File: config.mk
export PLATFORM = sky130hd
export DESIGN_NAME = serial_add_ctrl
export DESIGN_NICKNAME = d
export VERILOG_FILES = /design/src/rtl/serial_add_ctrl.sv
export SDC_FILE = /design/constraint.sdc
export NUM_CORES = 1
export LEC_CHECK = 0
export CAP_MARGIN = 20
export CORE_ASPECT_RATIO = 1.5
export CORE_MARGIN = 3
export CORE_UTILIZATION = 56
export DETAILED_ROUTE_END_ITERATION = 16
export PLACE_DENSITY = 0.84
export SLEW_MARGIN = 30
export SYNTH_ARGS = -nofsm -noshare
export SYNTH_HDL_FRONTEND = slang
export SYNTH_HIERARCHICAL = 1
export SYNTH_SLANG_ARGS = --single-unit
File: constraint.sdc
create_clock -name clk -period 2.7 [get_ports clk]
set_input_delay 0.27 -clock clk [delete_from_list [all_inputs] [get_ports clk]]
set_output_delay 0.27 -clock clk [all_outputs]
set_load 0.01 [all_outputs]
File: src/rtl/serial_add_ctrl.sv
// Bit-serial WIDTH-bit add/subtract controller time-sharing one 1-bit full adder, LSB first.
// Latency WIDTH cycles from accept to out_valid; DONE holds its result until out_ready.

module FullAdder (
    input  logic a,
    input  logic b,
    input  logic c,
    output logic sum,
    output logic carry
);
    assign sum   = a ^ b ^ c;
    assign carry = (a & b) | (c & (a ^ b));
endmodule

module serial_add_ctrl #(
    parameter int WIDTH = 16
) (
    input  logic             clk,
    input  logic             rst_n,
    input  logic             in_valid,
    output logic             in_ready,
    input  logic [WIDTH-1:0] a,
    input  logic [WIDTH-1:0] b,
    input  logic             sub,
    output logic             out_valid,
    input  logic             out_ready,
    output logic [WIDTH-1:0] sum,
    output logic             carry_out,
    output logic             overflow
);
    localparam int CW = $clog2(WIDTH);

    localparam logic [1:0] S_IDLE = 2'd0;
    localparam logic [1:0] S_RUN  = 2'd1;
    localparam logic [1:0] S_DONE = 2'd2;

    localparam logic [CW-1:0] CNT_LAST   = CW'(WIDTH - 1);
    localparam logic [CW-1:0] CNT_MSB_IN = CW'(WIDTH - 2);

    logic [1:0]       state_q,     state_d;
    logic [WIDTH-1:0] a_sh_q,      a_sh_d;
    logic [WIDTH-1:0] b_sh_q,      b_sh_d;
    logic [WIDTH-1:0] r_q,         r_d;
    logic             c_q,         c_d;
    logic             c_msb_q,     c_msb_d;
    logic [CW-1:0]    cnt_q,       cnt_d;
    logic [WIDTH-1:0] sum_q,       sum_d;
    logic             carry_out_q, carry_out_d;
    logic             overflow_q,  overflow_d;

    logic fa_sum;
    logic fa_carry;

    FullAdder u_fa (
        .a     (a_sh_q[0]),
        .b     (b_sh_q[0]),
        .c     (c_q),
        .sum   (fa_sum),
        .carry (fa_carry)
    );

    always_comb begin
        state_d     = state_q;
        a_sh_d      = a_sh_q;
        b_sh_d      = b_sh_q;
        r_d         = r_q;
        c_d         = c_q;
        c_msb_d     = c_msb_q;
        cnt_d       = cnt_q;
        sum_d       = sum_q;
        carry_out_d = carry_out_q;
        overflow_d  = overflow_q;

        case (state_q)
            S_IDLE: begin
                if (in_valid) begin
                    // Subtraction is A + ~B + 1: invert B here, the +1 enters as the initial carry.
                    a_sh_d  = a;
                    b_sh_d  = b ^ {WIDTH{sub}};
                    c_d     = sub;
                    cnt_d   = '0;
                    r_d     = '0;
                    state_d = S_RUN;
                end
            end
            S_RUN: begin
                r_d    = {fa_sum, r_q[WIDTH-1:1]};
                a_sh_d = a_sh_q >> 1;
                b_sh_d = b_sh_q >> 1;
                c_d    = fa_carry;
                cnt_d  = cnt_q + CW'(1);
                // The adder carry out of bit WIDTH-2 is the carry into the MSB.
                if (cnt_q == CNT_MSB_IN) begin
                    c_msb_d = fa_carry;
                end
                if (cnt_q == CNT_LAST) begin
                    sum_d       = r_d;
                    carry_out_d = fa_carry;
                    overflow_d  = c_msb_q ^ fa_carry;
                    state_d     = S_DONE;
                end
            end
            S_DONE: begin
                if (out_ready) begin
                    state_d = S_IDLE;
                end
            end
            default: state_d = S_IDLE;
        endcase
    end

    always_ff @(posedge clk) begin
        if (!rst_n) begin
            state_q     <= S_IDLE;
            a_sh_q      <= '0;
            b_sh_q      <= '0;
            r_q         <= '0;
            c_q         <= 1'b0;
            c_msb_q     <= 1'b0;
            cnt_q       <= '0;
            sum_q       <= '0;
            carry_out_q <= 1'b0;
            overflow_q  <= 1'b0;
        end else begin
            state_q     <= state_d;
            a_sh_q      <= a_sh_d;
            b_sh_q      <= b_sh_d;
            r_q         <= r_d;
            c_q         <= c_d;
            c_msb_q     <= c_msb_d;
            cnt_q       <= cnt_d;
            sum_q       <= sum_d;
            carry_out_q <= carry_out_d;
            overflow_q  <= overflow_d;
        end
    end

    assign in_ready  = (state_q == S_IDLE);
    assign out_valid = (state_q == S_DONE);
    assign sum       = sum_q;
    assign carry_out = carry_out_q;
    assign overflow  = overflow_q;

endmodule

After elaboration in Yosys (flattened, before gate mapping)
Cells that the tools add are included.

Register bits: 74. Output and inout port bits: 20. Word-level logic and storage cells: 45.

Add/subtract/negate cells: 1. Eq/ne operators: 7. Muxes and demuxes: 14. Bitwise gates (word level): 7. Reduce and logical (&&, ||, !) cells: 6.

Operators with widths (number): $pmux 16 s2 (3); $mux 16 (3); $xor 16x16->16 (1); $eq 4x4->1 const B (2); $pmux 4 s2 (1); $mux 2 (3); $pmux 2 s3 (1); $reduce_and 2->1 (3); $add 4x1->4 const B (1); $mux 4 (1); $ne 2x2->1 const B (2); $reduce_and 3->1 (1); $xor 1x1->1 (3); $and 1x1->1 (2); $eq 2x1->1 const B (1); $eq 2x2->1 const B (1); $logic_not 2->1 (1); $ne 2x1->1 const B (1); $pmux 1 s2 (1); $reduce_bool 2->1 (1); $mux 1 (1); $or 1x1->1 (1).

Logic depth before layout (Yosys ltp)
Word-level depth: 4. Mapped depth: 6.

Hierarchy
The synthesis kept the hierarchy.

By module, submodules not included: serial_add_ctrl (instances 1, cells an instance 354, area each 3261.9 um^2, sequential area each 1461.4 um^2); FullAdder (instances 1, cells an instance 1, area each 20.0 um^2, sequential area each 0.0 um^2).

Least setup slack after synthesis
OpenSTA, ideal clock, no wires.

Path kind: flip-flop to flip-flop. Start: register cnt_q[1]. End: register sum_q[10], in the netlist sum[10]. Arrival: 1.232 ns. Required time: 2.628 ns. Path slack: 1.397 ns. Stages on the path, launching flop included: 7. Path buffers: 2. Cells stage by stage: dfxtp_1 > ha_1 > nand3b_1 > nor2b_1 > buf_6 > buf_8 > mux2i_1.

Longest elaborated chain between the ends: 2.

RTL lines: start, declared (RTL line 46) `logic [CW-1:0] cnt_q, cnt_d;`; start signal, assigned (RTL line 131) `cnt_q <= cnt_d;`; $eq 4x4->1 (RTL line 96) `if (cnt_q == CNT_LAST) begin`; $reduce_and 2->1 (no source line); end signal, assigned (RTL line 132) `sum_q <= sum_d;`; end, declared (RTL line 47) `logic [WIDTH-1:0] sum_q, sum_d;`.

Every way passes these cells. A chain may end at the register's enable or synchronous reset.

Worst setup path after layout
Start: register state_q[0]. End: output in_ready.

Longest elaborated chain between the ends: 1.

RTL lines: start, declared (RTL line 40) `logic [1:0] state_q, state_d;`; start signal, assigned (RTL line 125) `state_q <= state_d;`; $logic_not 2->1 (RTL line 138) `assign in_ready = (state_q == S_IDLE);`; end, declared (RTL line 21) `output logic in_ready,`.

Every way passes these cells.

==> metrics.md <==
| Metric | Value |
|---|---|
| Status | complete, no violations |
| Final Setup Violations | 0 |
| Vias in the first global route | 2448 |
| Post-CTS sizing | 0 |
| Crit Path Class | reg2out |
| Cell area after layout | 4025 um2 |
| Fillers | about 430 |
| CTS Buf Count | 9 |
| Crit path launch | state_q[0] |
| Synth area leader | dfxtp_1 |
| Share of synthesized registers carrying an async set or reset | 0% |
| Max_slew headroom | 40.86% |
| Unrepaired setup endpoints after global routing | false |
| ANT cells | 0 |
| Hold Path Cell Cnt | 4 |
| RR Endpoint | sum[14] |
| Num ports | between 50 and 60 |
| Starting density of the core | around three fifths |
| Final Hold Fails | 0 |
| Syn_area_per_cell | about 9 um2 |
| CP Launch Type | flop |
| Worst slew pin tran | 884.4 ps |
| Critical path endpoint category | primary output |
| DRT iter0 DRCs | 169 |
| CP required | 2430 ps |
| Worst-path clk slew | about 80 ps |
| Via density | approximately 5.5 |
| Worst Hold End | sum[9] |
| Crit path DAT | a little under 2000 ps |
| Cell area power density | 568.1 nW/um2 |
| Max Cap Viol | 0 |
| Dpl cell area | around 3800 um2 |
| Initial antenna violation count | 0 |
| Yosys top cell area share | about 45% |
| First-pass GRT wire length | 10.80 mm |
| Cells after synthesis | 355 |
| Register area | 1461 um2 |
| Sequential fraction of the synthesis area | about 45% |
| Leakage | roughly 1.5 nW |
| Setup_tns | 0 ps |
| CTS Root Cell | clkbuf_8 |
| Largest net degree at the start of global routing | roughly 110 |
| DR WL/cell | approximately 14 um |
| Std-Cell Rows | 33 |
| Top post-synthesis cells by count | 73 x dfxtp_1, 52 x nand2_1, 38 x nor2b_1, 21 x mux2i_1, 20 x nor2_1 |
| # Post-CTS Setup Buffers | 0 |
| Reg2Reg Depth | 4 |
| Clk_skew | slightly below 10 ps |
| First-pass iteration count of the detailed router | 4 |
| Seq cells post-synth | 73 |
| DR vias | roughly 2600 |
| Hold Path Class | in2reg |
| Pwr Total | between 2 and 2.5 mW |
| Post-Syn Nets | between 300 and 400 |
| Leading post-synthesis cells by cell area | dfxtp_1 45%, nor2b_1 7.2%, mux2i_1 6.4% |
| Die height | approximately 100 um |
| Pins over their slew limit | 0 |
| Detail Placement HPWL | 4.200 mm |
| CP max-delay cell | dfxtp_1 |
| Core area | roughly 5600 um2 |
| Final #Nets | 436 |
| Gr usage total | between 20% and 30% |
| Worst-Skew Late Latency | between 300 and 400 ps |
| CTS tree | built |
| Mapped Area | ~3300 um2 |
| Multi-input gate area | between 1500 and 2000 um2 |
| Max Fclk | between 400 and 500 MHz |
| Final Cycle Share | 82.44% |
| PortBufs | 56 |
| Die ar. | about 7000 um2 |
| Yosys warns | 6 |
| Post-DRT Antenna Nets | 0 |
| H-tree levels | 3 |
| Hold_sp | rst_n |
| Worst R2R Start | state_q[0] |
| Final WL | between 6 and 7 mm |
| Total grt overflow | 0 |
| Clk sinks | 73 |
| Die W | 68.51 um |
| DRC violations left | 0 |
| CTS Buffer Depth | 2 |
| Peak supply drop | 0.0003602 V |
| Layout cell share with drive strength beyond 1 | 10.50% |
| Layout Utilization | between 70% and 80% |
| Yosys cell types | 32 |
| CP max FO | 21 |
| CP peak stage delay | between 700 and 800 ps |
| Area Growth Syn to Fin | 22.65% |
| Reg2Reg Setup Slack | 900 ps |
| Crit path time final | 2226 ps |
| Number of synthesized flops with an enable pin | 0 |
| CP Cell Sequence | buf_4 -> nor2_1 -> clkdlybuf4s50_1 |
| Synth Flop Type | dfxtp_1 |
| RD Place Congestion | 0.7615 |
| Hold-fix buffers at CTS | 0 |
| Top-count cell post-synth | dfxtp_1 |
[worst max-delay path, delay by kind of cell, from the launching register on]
| kind | cells | cell delay (ps) |
|---|---|---|
| buf+inv | 2 | 800 |
| flops | 1 | 740 |
| simple gates | 1 | 60 |
[worst max-delay path by stage]
stage	end	slack, ps
floorplan	sum[10]	1400
global placement	b_sh_q[0]	780
detailed placement	b_sh_q[0]	690
CTS	in_ready	460
global route	in_ready	370
finish	in_ready	470
[sequential cells by signal, summed over array words and instances (netlist names)]
signal     count
a_sh_q        16
b_sh_q        16
sum           16
r_q           15
cnt_q          4
state_q        2
c_msb_q        1
c_q            1
carry_out      1
overflow       1
[cell type report]
cell class | count | share of cell area [%]
inverter | 1 | 0.09325
multi-input combinational | 247 | 40.69
timing repair buffer | 64 | 15.92
tap | 70 | 2.176
sequential | 73 | 36.31
clock inverter | 5 | 1.399
clock buffer | 10 | 3.419
[per-layer routing]
metal	track usage [%]	vias up	share of wire, %
li1	-	1316	-
met1	25.50	1204	41
met2	32.89	54	52
met3	5.198	10	4.0
met4	8.270	0	2.3
met5	0	-	0
[stage by stage]
stage / std cells / worst slack (ps) / hold WS (ps)
floorplan: 355 / 1397 / 438.4
global placement: 455 / 783.1 / 440.0
detailed placement: 455 / 688.5 / 448.6
CTS: 470 / 463.9 / 455.3
global route: 470 / 373.7 / 476.8
finish: 470 / 474.1 / 433.6
[where the power goes]
part	internal [mW]	switching (mW)	total (mW)
clock	0.445	0.402	0.847
combinational	0.147	0.138	0.285
sequential	1.12	0.0295	1.15
total	1.72	0.570	2.29
[layout by cell type, fill, tap and decap left out, drive strengths merged, types with 10 or more instances in the layout]
cell           instances
a21oi                 17
a22oi                 17
clkbuf                10
clkdlybuf4s50         55
dfxtp                 73
mux2i                 21
nand2                 52
nand3                 17
nor2                  20
nor2b                 38
o221a                 16
o221ai                15
xor2                  15
[cell families after synthesis]
group                      after synthesis  synth area share (%)
xor gates and xnor gates                17                 4.537
adders and majority gates                3                 1.372
muxes                                   21                 6.405
buffers and inverters                   35                 5.718
AOI/OAI and AO/OA                       70                 17.16
DFF                                     73                 44.53
and+or+nand+nor                        136                 20.28
Power figures use the tool's default switching activity.
==> variant (config.mk and constraints unchanged) <==
Reset style: asynchronous (`rst_n`), changed in one clocked block.
--- a/src/rtl/serial_add_ctrl.sv
+++ b/src/rtl/serial_add_ctrl.sv
@@ -109,7 +109,7 @@
         endcase
     end
 
-    always_ff @(posedge clk) begin
+    always_ff @(posedge clk or negedge rst_n) begin
         if (!rst_n) begin
             state_q     <= S_IDLE;
             a_sh_q      <= '0;
Function: differs if rst_n is asserted again (counterexample within 4 cycles, from zero or initial values and one cycle with rst_n low); with rst_n held inactive, the same outputs for 10 cycles.
==> variant against the unedited design <==
Synthesized area up 3.4%. Design area up 5.8%. Sequential cell count unchanged. Count of clock-buffer cells in the layout unchanged. Critical path type unchanged. Critical endpoint is now out_valid. Largest cell class is now flip-flops and latches. Routed wire length up 14%. Sequential share of layout area up 6.6 points. Setup slack better by 0.14 ns.
Power is not compared: it rests on default switching activity, and its combinational part moved more than twofold at a synthesized area within 25%.
==> variant: results (changes against the unedited design) <==
| Metric | Value |
|---|---|
| Status | completed |
| Mux cell area share after synthesis | 6.31% (-0.10 points) |
| XOR/XNOR share of the synthesized area | 4.65% (+0.11 points) |
| Non-Clock Buffer Count | 67 (+4.7%) |
| Seq/total area | 42.9% (+6.6 points) |
| NumNets Final | 388 (-11%) |
| M1 wire length | 2960 um (+12%) |
| Largest net degree at the start of global routing | 49 (-55%) |
| Comb_multi_in | 183 (-26%) |
| Commonest cells in the netlist | dfrtp_1 (73), o21ai_0 (22), nor2b_1 (20) |
| Relative slew slack | 43.4% (+2.6 points) |
| First-pass GRT wire length | 12700 um (+18%) |
| Avg Synthesized Cell Area | 11.5 sq um (+24%) |
| Wirelength, routed | 7310 um (+14%) |
| Met2 routed WL | 3800 um (+14%) |
| Overall Global Routing Usage | 22.6% (+2.2 points) |
| Slowest CP cell | dfrtp_1 |
| Worst path max stage delay | 0.60 ns (-0.14 ns) |
| Hold Path Class | in -> async |
| Asr flop ratio synth | 100% (+100 points) |
| Yosys cell types | 34 (+6.3%) |
| Clock Skew | 0.00473 ns (-0.00492 ns) |
| Net Count, Synth | 336 (-15%) |
| Cell taking the most area after synthesis | dfrtp_1 |
| Post-synthesis compound-gate area fraction | 22.1% (+5.0 points) |
| Top cells by area, synth | dfrtp_1 (54%), mux2_2 (5.6%), a22oi_1 (4.2%), a22o_1 (3.9%), xnor2_1 (3.9%) |
| HPWL after DPL | 4950 um (+18%) |
| Fillers | 425 (-0.47%) |
| Seq/Total Area, Yosys | 53.8% (+9.3 points) |
| Final core utilization | 73.1% (+0.89 points) |
| Synth Area in Adders | 1.33% (-0.045 points) |
| Delay-heaviest family, CP | flip-flops |
| Routability cong. | 0.768 (+0.80%) |
| Initial DRC Count | 197 (+17%) |
| WL met3 | 352 um (+36%) |
| Area of the multi-input gates | 1390 sq um (-15%) |
| DR WL/cell | 17.2 um (+26%) |
| Inverter count | 14 (+13) |
| Fraction of layout cells with a size suffix above 1 | 13.0% (+2.5 points) |
| Placed Area | 4010 sq um (+4.7%) |
variant: layer usage:
layer	track usage (%)	vias to the layer above
li1	-	1188
met1	27.8	1277
met2	37.9	82
met3	5.56	21
met4	10.2	0
met5	0	-
variant: final timing paths:
| kind | cells after the start | slack, ns | end | start |
|---|---|---|---|---|
| worst min-delay path | 1 | 0.03 | r_q[1] | rst_n |
| worst max-delay path | 2 | 0.62 | out_valid | state_q[0] |
| min in group clk | 1 | 0.49 | sum[9] | sum[9] |
| worst min register to register | 1 | 0.49 | sum[9] | sum[9] |
| worst max register to register | 4 | 0.70 | c_msb_q | state_q[0] |
| max in group asynchronous | 2 | 1.99 | a_sh_q[0] | rst_n |
variant: power by group:
| group | total, mW | internal [mW] | switching (mW) | leakage [nW] |
|---|---|---|---|---|
| sequential | 1.85 | 1.50 | 0.343 | 0.962 |
| clock | 1.06 | 0.644 | 0.418 | 0.127 |
| combinational | 1.50 | 0.797 | 0.699 | 0.747 |
| total | 4.40 | 2.94 | 1.46 | 1.84 |
